<file path="src/rtl/jtag_vpi_driver_pkg.sv">
// jtag_vpi_driver shared types.
// Command opcodes, reset length and FSM states.
package jtag_vpi_pkg;

  typedef enum logic [1:0] {
    OP_RESET     = 2'd0,
    OP_TMS_SEQ   = 2'd1,
    OP_SCAN      = 2'd2,
    OP_SCAN_FLIP = 2'd3
  } op_e;

  localparam int unsigned RESET_BITS = 5;

  typedef enum logic [1:0] {
    ST_IDLE = 2'd0,
    ST_LOW  = 2'd1,
    ST_HIGH = 2'd2
  } state_e;

endpackage

</file>
<file path="src/rtl/jtag_vpi_driver_if.sv">
// jtag_vpi_driver command/response bus.
// master = host command source, slave = driver.
interface jtag_vpi_driver_if #(
  parameter int DATA_W = 32
);
  localparam int LW = $clog2(DATA_W) + 1;

  logic              cmd_valid;
  logic              cmd_ready;
  logic [1:0]        cmd_op;
  logic [LW-1:0]     cmd_len;
  logic [DATA_W-1:0] cmd_data;
  logic              rsp_valid;
  logic [DATA_W-1:0] rsp_data;

  modport master (
    output cmd_valid,
    output cmd_op,
    output cmd_len,
    output cmd_data,
    input  cmd_ready,
    input  rsp_valid,
    input  rsp_data
  );

  modport slave (
    input  cmd_valid,
    input  cmd_op,
    input  cmd_len,
    input  cmd_data,
    output cmd_ready,
    output rsp_valid,
    output rsp_data
  );

endinterface

</file>
<file path="src/rtl/jtag_vpi_driver_tck_gen.sv">
// TCK generator: TCK_DIV-cycle half periods while running.
// rise/fall strobes mark the edge on which tck toggles.
module jtag_vpi_tck_gen #(
  parameter int TCK_DIV = 2
) (
  input  logic clk_i,
  input  logic rst_i,
  input  logic run_i,
  output logic rise_o,
  output logic fall_o,
  output logic tck_o
);

  localparam int CW = (TCK_DIV > 1) ? $clog2(TCK_DIV) : 1;

  logic [CW-1:0] cnt_q, cnt_d;
  logic          tck_q, tck_d;
  logic          flip;

  // half-period counter; idle forces tck low and restarts the count
  always_comb begin
    flip  = run_i && (cnt_q == CW'(TCK_DIV - 1));
    cnt_d = cnt_q;
    tck_d = tck_q;
    if (!run_i) begin
      cnt_d = '0;
      tck_d = 1'b0;
    end else if (flip) begin
      cnt_d = '0;
      tck_d = !tck_q;
    end else begin
      cnt_d = cnt_q + CW'(1);
    end
  end

  // counter and tck registers
  always_ff @(posedge clk_i) begin
    if (rst_i) begin
      cnt_q <= '0;
      tck_q <= 1'b0;
    end else begin
      cnt_q <= cnt_d;
      tck_q <= tck_d;
    end
  end

  assign rise_o = flip && !tck_q;
  assign fall_o = flip && tck_q;
  assign tck_o  = tck_q;

endmodule

</file>
<file path="src/rtl/jtag_vpi_driver.sv">
// JTAG master: bit-level RESET / TMS_SEQ / SCAN commands.
// Define JTAG_VPI_FLIP_TMS_EN to raise tms on the last bit of op 3.
module jtag_vpi_driver
  import jtag_vpi_pkg::*;
#(
  parameter int TCK_DIV = 2,
  parameter int DATA_W  = 32
) (
  input  logic clk_i,
  input  logic rst_i,
  input  logic enable,
  input  logic init_done,
  output logic tms,
  output logic tck,
  output logic tdi,
  input  logic tdo,
  jtag_vpi_driver_if.slave bus
);

  localparam int LW = $clog2(DATA_W) + 1;
  localparam int IW = $clog2(DATA_W);

`ifdef JTAG_VPI_FLIP_TMS_EN
  localparam bit FLIP_EN = 1'b1;
`else
  localparam bit FLIP_EN = 1'b0;
`endif

  state_e            state_q, state_d;
  op_e               op_q, op_d;
  logic [IW-1:0]     idx_q, idx_d;
  logic [IW-1:0]     last_q, last_d;
  logic [DATA_W-1:0] data_q, data_d;
  logic [DATA_W-1:0] cap_q, cap_d;
  logic [DATA_W-1:0] rsp_data_q, rsp_data_d;
  logic              tms_q, tms_d;
  logic              tdi_q, tdi_d;
  logic              cmd_ready_q, cmd_ready_d;
  logic              rsp_valid_q, rsp_valid_d;

  logic              tck_rise, tck_fall, tck_run;
  logic              accept;
  op_e               cmd_op;
  logic [IW-1:0]     cmd_last;
  logic [IW-1:0]     idx_nx;

  // returns {tms, tdi} for one bit of the given op
  function automatic logic [1:0] drive_bit(
    op_e  op,
    logic d,
    logic is_last
  );
    logic [1:0] tt;
    tt = 2'b10;
    unique case (op)
      OP_RESET:     tt = 2'b10;
      OP_TMS_SEQ:   tt = {d, 1'b0};
      OP_SCAN:      tt = {1'b0, d};
      OP_SCAN_FLIP: tt = {FLIP_EN & is_last, d};
    endcase
    return tt;
  endfunction

  jtag_vpi_tck_gen #(
    .TCK_DIV (TCK_DIV)
  ) u_tck_gen (
    .clk_i  (clk_i),
    .rst_i  (rst_i),
    .run_i  (tck_run),
    .rise_o (tck_rise),
    .fall_o (tck_fall),
    .tck_o  (tck)
  );

  assign tck_run = (state_q != ST_IDLE);
  assign accept  = bus.cmd_valid && cmd_ready_q;
  assign idx_nx  = idx_q + IW'(1);

  // last bit index of the incoming command; len 0 runs one bit
  always_comb begin
    cmd_op = op_e'(bus.cmd_op);
    if (cmd_op == OP_RESET) begin
      cmd_last = IW'(RESET_BITS - 1);
    end else if (bus.cmd_len == '0) begin
      cmd_last = '0;
    end else if (bus.cmd_len > LW'(DATA_W)) begin
      cmd_last = IW'(DATA_W - 1);
    end else begin
      cmd_last = IW'(bus.cmd_len - LW'(1));
    end
  end

  // FSM next state: accept, sample tdo on rise, shift on fall
  always_comb begin
    state_d     = state_q;
    op_d        = op_q;
    idx_d       = idx_q;
    last_d      = last_q;
    data_d      = data_q;
    cap_d       = cap_q;
    rsp_data_d  = rsp_data_q;
    tms_d       = tms_q;
    tdi_d       = tdi_q;
    cmd_ready_d = cmd_ready_q;
    rsp_valid_d = 1'b0;
    unique case (state_q)
      ST_IDLE: begin
        cmd_ready_d = enable && init_done;
        if (accept) begin
          state_d        = ST_LOW;
          op_d           = cmd_op;
          idx_d          = '0;
          last_d         = cmd_last;
          data_d         = bus.cmd_data;
          cap_d          = '0;
          cmd_ready_d    = 1'b0;
          {tms_d, tdi_d} = drive_bit(cmd_op,
                                     bus.cmd_data[0],
                                     cmd_last == '0);
        end
      end
      ST_LOW: begin
        if (tck_rise) begin
          cap_d[idx_q] = tdo;
          state_d      = ST_HIGH;
        end
      end
      ST_HIGH: begin
        if (tck_fall) begin
          if (idx_q == last_q) begin
            state_d     = ST_IDLE;
            rsp_valid_d = 1'b1;
            rsp_data_d  = cap_q;
            cmd_ready_d = enable && init_done;
          end else begin
            idx_d          = idx_nx;
            state_d        = ST_LOW;
            {tms_d, tdi_d} = drive_bit(op_q,
                                       data_q[idx_nx],
                                       idx_nx == last_q);
          end
        end
      end
      default: state_d = ST_IDLE;
    endcase
  end

  // FSM and datapath registers
  always_ff @(posedge clk_i) begin
    if (rst_i) begin
      state_q     <= ST_IDLE;
      op_q        <= OP_RESET;
      idx_q       <= '0;
      last_q      <= '0;
      data_q      <= '0;
      cap_q       <= '0;
      rsp_data_q  <= '0;
      tms_q       <= 1'b1;
      tdi_q       <= 1'b0;
      cmd_ready_q <= 1'b0;
      rsp_valid_q <= 1'b0;
    end else begin
      state_q     <= state_d;
      op_q        <= op_d;
      idx_q       <= idx_d;
      last_q      <= last_d;
      data_q      <= data_d;
      cap_q       <= cap_d;
      rsp_data_q  <= rsp_data_d;
      tms_q       <= tms_d;
      tdi_q       <= tdi_d;
      cmd_ready_q <= cmd_ready_d;
      rsp_valid_q <= rsp_valid_d;
    end
  end

  assign tms           = tms_q;
  assign tdi           = tdi_q;
  assign bus.cmd_ready = cmd_ready_q;
  assign bus.rsp_valid = rsp_valid_q;
  assign bus.rsp_data  = rsp_data_q;

endmodule

</file>
<file path="src/flat_wrapper.sv">
// flat-port wrapper written by rule: the top's interface ports become plain ports
module jtag_vpi_driver_flat import jtag_vpi_pkg::*;
#(
  parameter int TCK_DIV = 2,
  parameter int DATA_W  = 32
)
  (clk_i, rst_i, enable, init_done, tms, tck, tdi, tdo, bus_cmd_valid, bus_cmd_op, bus_cmd_len, bus_cmd_data, bus_cmd_ready, bus_rsp_valid, bus_rsp_data);
  jtag_vpi_driver_if #(.DATA_W(DATA_W)) bus_i ();
  input  logic clk_i;
  input  logic rst_i;
  input  logic enable;
  input  logic init_done;
  output logic tms;
  output logic tck;
  output logic tdi;
  input  logic tdo;
  input wire logic [$bits(bus_i.cmd_valid)-1:0] bus_cmd_valid;
  input wire logic [$bits(bus_i.cmd_op)-1:0] bus_cmd_op;
  input wire logic [$bits(bus_i.cmd_len)-1:0] bus_cmd_len;
  input wire logic [$bits(bus_i.cmd_data)-1:0] bus_cmd_data;
  output wire logic [$bits(bus_i.cmd_ready)-1:0] bus_cmd_ready;
  output wire logic [$bits(bus_i.rsp_valid)-1:0] bus_rsp_valid;
  output wire logic [$bits(bus_i.rsp_data)-1:0] bus_rsp_data;
  assign bus_i.cmd_valid = bus_cmd_valid;
  assign bus_i.cmd_op = bus_cmd_op;
  assign bus_i.cmd_len = bus_cmd_len;
  assign bus_i.cmd_data = bus_cmd_data;
  assign bus_cmd_ready = bus_i.cmd_ready;
  assign bus_rsp_valid = bus_i.rsp_valid;
  assign bus_rsp_data = bus_i.rsp_data;
  jtag_vpi_driver #(.TCK_DIV(TCK_DIV), .DATA_W(DATA_W)) u_core (.clk_i(clk_i), .rst_i(rst_i), .enable(enable), .init_done(init_done), .tms(tms), .tck(tck), .tdi(tdi), .tdo(tdo), .bus(bus_i));
endmodule
</file>
<file path="config.mk">
export PLATFORM = sky130hd
export DESIGN_NAME = jtag_vpi_driver_flat
export DESIGN_NICKNAME = d
export VERILOG_FILES = /design/src/rtl/jtag_vpi_driver_pkg.sv /design/src/rtl/jtag_vpi_driver_if.sv /design/src/rtl/jtag_vpi_driver_tck_gen.sv /design/src/rtl/jtag_vpi_driver.sv /design/src/flat_wrapper.sv
export SDC_FILE = /design/constraint.sdc
export NUM_CORES = 1
export LEC_CHECK = 0
export CAP_MARGIN = 20
export CORE_MARGIN = 4
export CORE_UTILIZATION = 37
export CTS_BUF_LIST = sky130_fd_sc_hd__clkbuf_4
export CTS_CLUSTER_SIZE = 28
export DETAILED_ROUTE_END_ITERATION = 10
export HOLD_SLACK_MARGIN = 0.08
export SLEW_MARGIN = 10
export SYNTH_ARGS = -nofsm -noshare
export SYNTH_HDL_FRONTEND = slang
export SYNTH_SLANG_ARGS = --single-unit
</file>
<file path="constraint.sdc">
create_clock -name clk_i -period 3 [get_ports clk_i]
set_input_delay 0.3 -clock clk_i [delete_from_list [all_inputs] [get_ports clk_i]]
set_output_delay 0.3 -clock clk_i [all_outputs]
set_load 0.01 [all_outputs]
</file>
# --- Word-level counts from Yosys, hierarchy flattened ---
# Cells that the tools add are included.
op_classes:
  n_addsub: 3
  n_lt_le_gt_ge: 4
  eq_ne: 14
  mux: 35
  n_bitwise: 3
  n_reduce_logical: 25
ops:
  columns: ["op", "count"]
  rows:
  - ["$mux 32", 2]
  - ["$pmux 32 s2", 1]
  - ["$bwmux 32", 1]
  - ["$mux 5", 6]
  - ["$pmux 2 s3", 3]
  - ["$mux 1", 13]
  - ["$lt 5x6->1 const B", 2]
  - ["$reduce_and 3->1", 4]
  - ["$eq 2x2->1 const B", 5]
  - ["$pmux 5 s2", 1]
  - ["$ne 2x1->1 const B", 4]
  - ["$eq 2x1->1 const B", 3]
  - ["$gt 6x6->1 const B", 1]
  - ["$logic_and 1x1->1", 6]
  - ["$logic_not 2->1", 3]
  - ["$logic_not 6->1", 1]
  - ["$mux 2", 3]
  - ["$pmux 1 s2", 3]
  - ["$reduce_bool 2->1", 3]
  - ["$reduce_or 2->1", 3]
  - ["$reduce_or 3->1", 2]
  - ["$add 5x1->5 const B", 1]
  - ["$bmux 1 s5", 1]
  - ["$demux 1 s5", 1]
  - ["9 further kinds", 11]
totals:
  reg_bits: 116
  in_bits: 46
  wordCells: 97

# --- Depth between registers and ports, before layout ---
depth:
  ltp_word: 7
  ltp_mapped: 10
  ltp_nobuf: 8

# --- By module ---
# A second synthesis with hierarchy kept.
unflattened:
  hier_cells: 629
  hier_area_um2: 5158.7
modules_own_cells:
  columns: ["module", "instances", "cells_each", "area_each_um2"]
  rows:
  - ["jtag_vpi_driver", 1, 620, 5081.1]
  - ["jtag_vpi_tck_gen", 1, 9, 77.6]

# --- Least setup slack after synthesis ---
# Ideal clock, no wire load.
synth_path:
  path_kind: "register -> register"
  start: "reg u_core.idx_q[0]"
  end: "reg u_core.tdi_q (netlist: u_core.tdi)"
  arrival_ns: 2.220
  required_ns: 2.864
  setup_slack_ns: 0.644
  stages_incl_launch_ff: 9
  n_path_buf: 2
  path_cell_list: "dfxtp_1 buf_2 inv_1 ha_1 buf_4 mux4_2 o311a_1 o2111ai_1 a221oi_2"
synth_between:
  elab_chain_cells: 7
  word_cells_on_any_way: 10
  cone_classes: "1 x add/sub; 2 x eq/ne; 6 x mux; 1 x reduce/logical"
synth_lines:
  columns: ["item", "line", "text"]
  rows:
  - ["start: declaration", "jtag_vpi_driver.sv:31", "logic [IW-1:0] idx_q, idx_d;"]
  - ["start signal: assignment", "jtag_vpi_driver.sv:165", "idx_q <= idx_d;"]
  - ["$add 5x1->5", "jtag_vpi_driver.sv:77", "assign idx_nx = idx_q + IW'(1);"]
  - ["$bmux 1 s5", "jtag_vpi_driver.sv:139", "data_q[idx_nx],"]
  - ["$mux 1 (implied by the code)", "jtag_vpi_driver.sv:139", null]
  - ["$pmux 2 s3", "jtag_vpi_driver.sv:55", "unique case (op)"]
  - ["$mux 1", "jtag_vpi_driver.sv:130", "if (idx_q == last_q) begin"]
  - ["$mux 1", "jtag_vpi_driver.sv:129", "if (tck_fall) begin"]
  - ["$pmux 1 s2", "jtag_vpi_driver.sv:106", "unique case (state_q)"]
  - ["end signal: assignment", "jtag_vpi_driver.sv:171", "tdi_q <= tdi_d;"]
  - ["end: declaration", "jtag_vpi_driver.sv:37", "logic tdi_q, tdi_d;"]
# Several ways; a longest one is shown, not always the timed one. The select of a mux whose other input is x is not followed.
# A chain may end at the register's enable or synchronous reset.

# --- Worst setup path after layout ---
layout_path:
  start: "reg u_core.idx_q[1]"
  end: "reg u_core.tdi_q (netlist: u_core.tdi)"
# Same word-level chain as after synthesis.

==> flow_metrics.tcl <==
set metrics [dict create \
    status "finished clean" \
    synth_area_sq_um 5080 \
    ys.flop_type "dfxtp_1" \
    grt_max_degree 69 \
    critPathKind "reg2reg" \
    critPathCaptureType "register" \
    chipWidth_um 125 \
    io_buffers 82 \
    hold_viol_final 0 \
    most-common-layout-cells "dfxtp_1, nand2_1, a21oi_1, clkdlybuf4s50_1, nor2_1" \
    overflow 0 \
    clock_latency_ns 0.52 \
    cts_max_path_buffers 2 \
    async_flop_share_pct 0 \
    syn_nets 655 \
    ys_types 43 \
    clk_pin_slew_ns 0.11 \
    powerDensity_nw_per_um2 455 \
    relSlewSlack_pct 49.7 \
    rsz0062_at_grt "no" \
    nets 721 \
    r2r_start "u_core.idx_q[1]$_SDFFE_PP0P_" \
    synth-edff-count 0 \
    hold_path_class "in2reg" \
    postCtsSetupRepairBufs 0 \
    syn_avg_cell_area_sq_um 8.42 \
    grtUsageMet1_pct 19.3 \
    hold_buffers 0 \
    cp.required_ns 3.37 \
    fmax_mhz 399 \
    syn_inst 603 \
    antenna_found_initial 0 \
    cts_sinks 116 \
    drc 0 \
    grt_pass1_wl_mm 20.1 \
    vias_per_cell 5.00 \
    cts_buffers 17 \
    peakVddDrop_uv 303 \
    grt.busiest_layer "met2" \
    hpwlAfterDp_mm 8.44 \
    drv_slew 0 \
    start_util_pct 38.1 \
    place_congestion 0.809 \
    crit_arrival_ns 2.87 \
    ff2ff_setup_slack_ns 0.50 \
    wl_mm 12.0 \
    cts_tree "built" \
    ys_seq_elements 116 \
    fin_skew_ns 0.0187 \
    ys_warn_count 0 \
    globalRouteMet2Util_pct 25.9 \
    antenna_left 0 \
    drt_iter0_markers 210 \
    clockRootBuffer "clkbuf_4" \
    crit_fanout 9 \
    die_y_um 125 \
    ios 83 \
    wl_per_cell_um 14.0 \
    firstDrtPassIters 4 \
    startpoint "u_core.idx_q[1]$_SDFFE_PP0P_" \
    grt_usage_pct 15.6 \
    vias 4294 \
    place_area_sq_um 6000 \
    drv_cap 0 \
    coreArea_sq_um 13300 \
    grt_util_met3_pct 5.50 \
    drive_gt1_share_pct 8.94 \
    leakagePower_nw 2.16 \
    min-delay-start "rst_i" \
    min_period_ns 2.50 \
    synthToLayoutAreaGrowth_pct 23.6 \
    final_common_cell "dfxtp_1" \
    rows 42 \
    setup_viol 0 \
    htree_levels 4 \
    finalSetupTns_ns 0 \
    yosysSeqAreaShare_pct 45.7 \
    period_share_pct 83.5 \
    cts.repair.resized 0 \
    diodes 0 \
    grt_pass1_vias 4185 \
    design_area_sq_um 6280 \
    die_area_sq_um 15700 \
    holdWs_ns 0.308 \
    worstMarginPinSlew_ns 0.748 \
    cp-start-kind "register" \
]
state kept, by name (all words and copies together), names as in the netlist, 2 cells and up:
| signal | cells |
|---|---|
| u_core.bus.rsp_data | 32 |
| u_core.cap_q | 32 |
| u_core.data_q | 32 |
| u_core.idx_q | 5 |
| u_core.last_q | 5 |
| u_core.op_q | 2 |
| u_core.state_q | 2 |
synthesized netlist by cell type, types with 6 or more instances:
| cell type | n | area, sq um |
|---|---|---|
| nand2_1 | 114 | 428 |
| nor2_1 | 52 | 195 |
| xor2_1 | 8 | 70.1 |
| dfxtp_1 | 116 | 2320 |
| inv_1 | 11 | 41.3 |
| mux4_2 | 8 | 180 |
| nor3_1 | 6 | 30.0 |
| mux2i_1 | 35 | 350 |
| o21ai_0 | 35 | 175 |
| clkbuf_1 | 32 | 120 |
| a21oi_1 | 113 | 566 |
| ha_1 | 6 | 75.1 |
cells by family (layout without fill, tap and decap cells):
group                    after synthesis  after routing  share of synthesized area, %
AND/OR/NAND/NOR                      205            205                          17.9
adder cells (fa/ha/maj)                6              6                          1.48
buffers and inverters                 57            136                          5.12
AO/OA/AOI/OAI                        164            164                          17.2
flip-flops                           116            116                          45.7
XOR/XNOR                              12             12                          2.22
multiplexers                          43             43                          10.4
stage by stage:
stage,setup slack [ns],cells,power (mW),util (%)
floorplan,0.644,603,1.68,-
global placement,0.573,826,1.77,45.0
detailed placement,0.475,826,1.77,45.0
CTS,0.458,858,2.90,47.0
global route,0.296,858,2.98,47.0
finish,0.496,858,2.86,47.0
power breakdown:
part | switching [mW] | leakage, nW | internal [mW]
combinational | 0.0837 | 1.07 | 0.0866
clock | 0.557 | 0.155 | 0.566
sequential | 0.0109 | 0.936 | 1.55
final timing paths:
check,end,depth (start not counted)
worst min-delay path,u_core.state_q[1]$_SDFFE_PP0P_,2
worst min register to register,u_core.data_q[27]$_SDFFE_PP0P_,2
worst max register to register,u_core.tdi$_SDFFE_PP0P_,7
worst max-delay path,u_core.tdi$_SDFFE_PP0P_,7
layout make-up:
class                      instances  area, sq um
fill                            1324         7070
multi-input combinational        430         2500
sequential                       116         2320
timing repair buffer              93          913
tap                              176          220
clock inverter                    14          143
clock buffer                      18          135
inverter                          11         41.3
per-layer routing:
layer | vias to the layer above | part of all wire [%]
li1 | 2202 | -
met1 | 1978 | 45
met2 | 99 | 49
met3 | 15 | 5.0
met4 | 0 | 1.3
met5 | - | 0
worst max-delay path, stage by stage, from the launching register on:
cell and delay (ns):
dfxtp_1 0.44, inv_1 0.10, ha_1 0.61, mux4_2 0.57, nand3b_1 0.17, o311a_1 0.15
o2111ai_1 0.23, a221oi_2 0.09
Note: power is estimated with default switching activity, not from simulation.
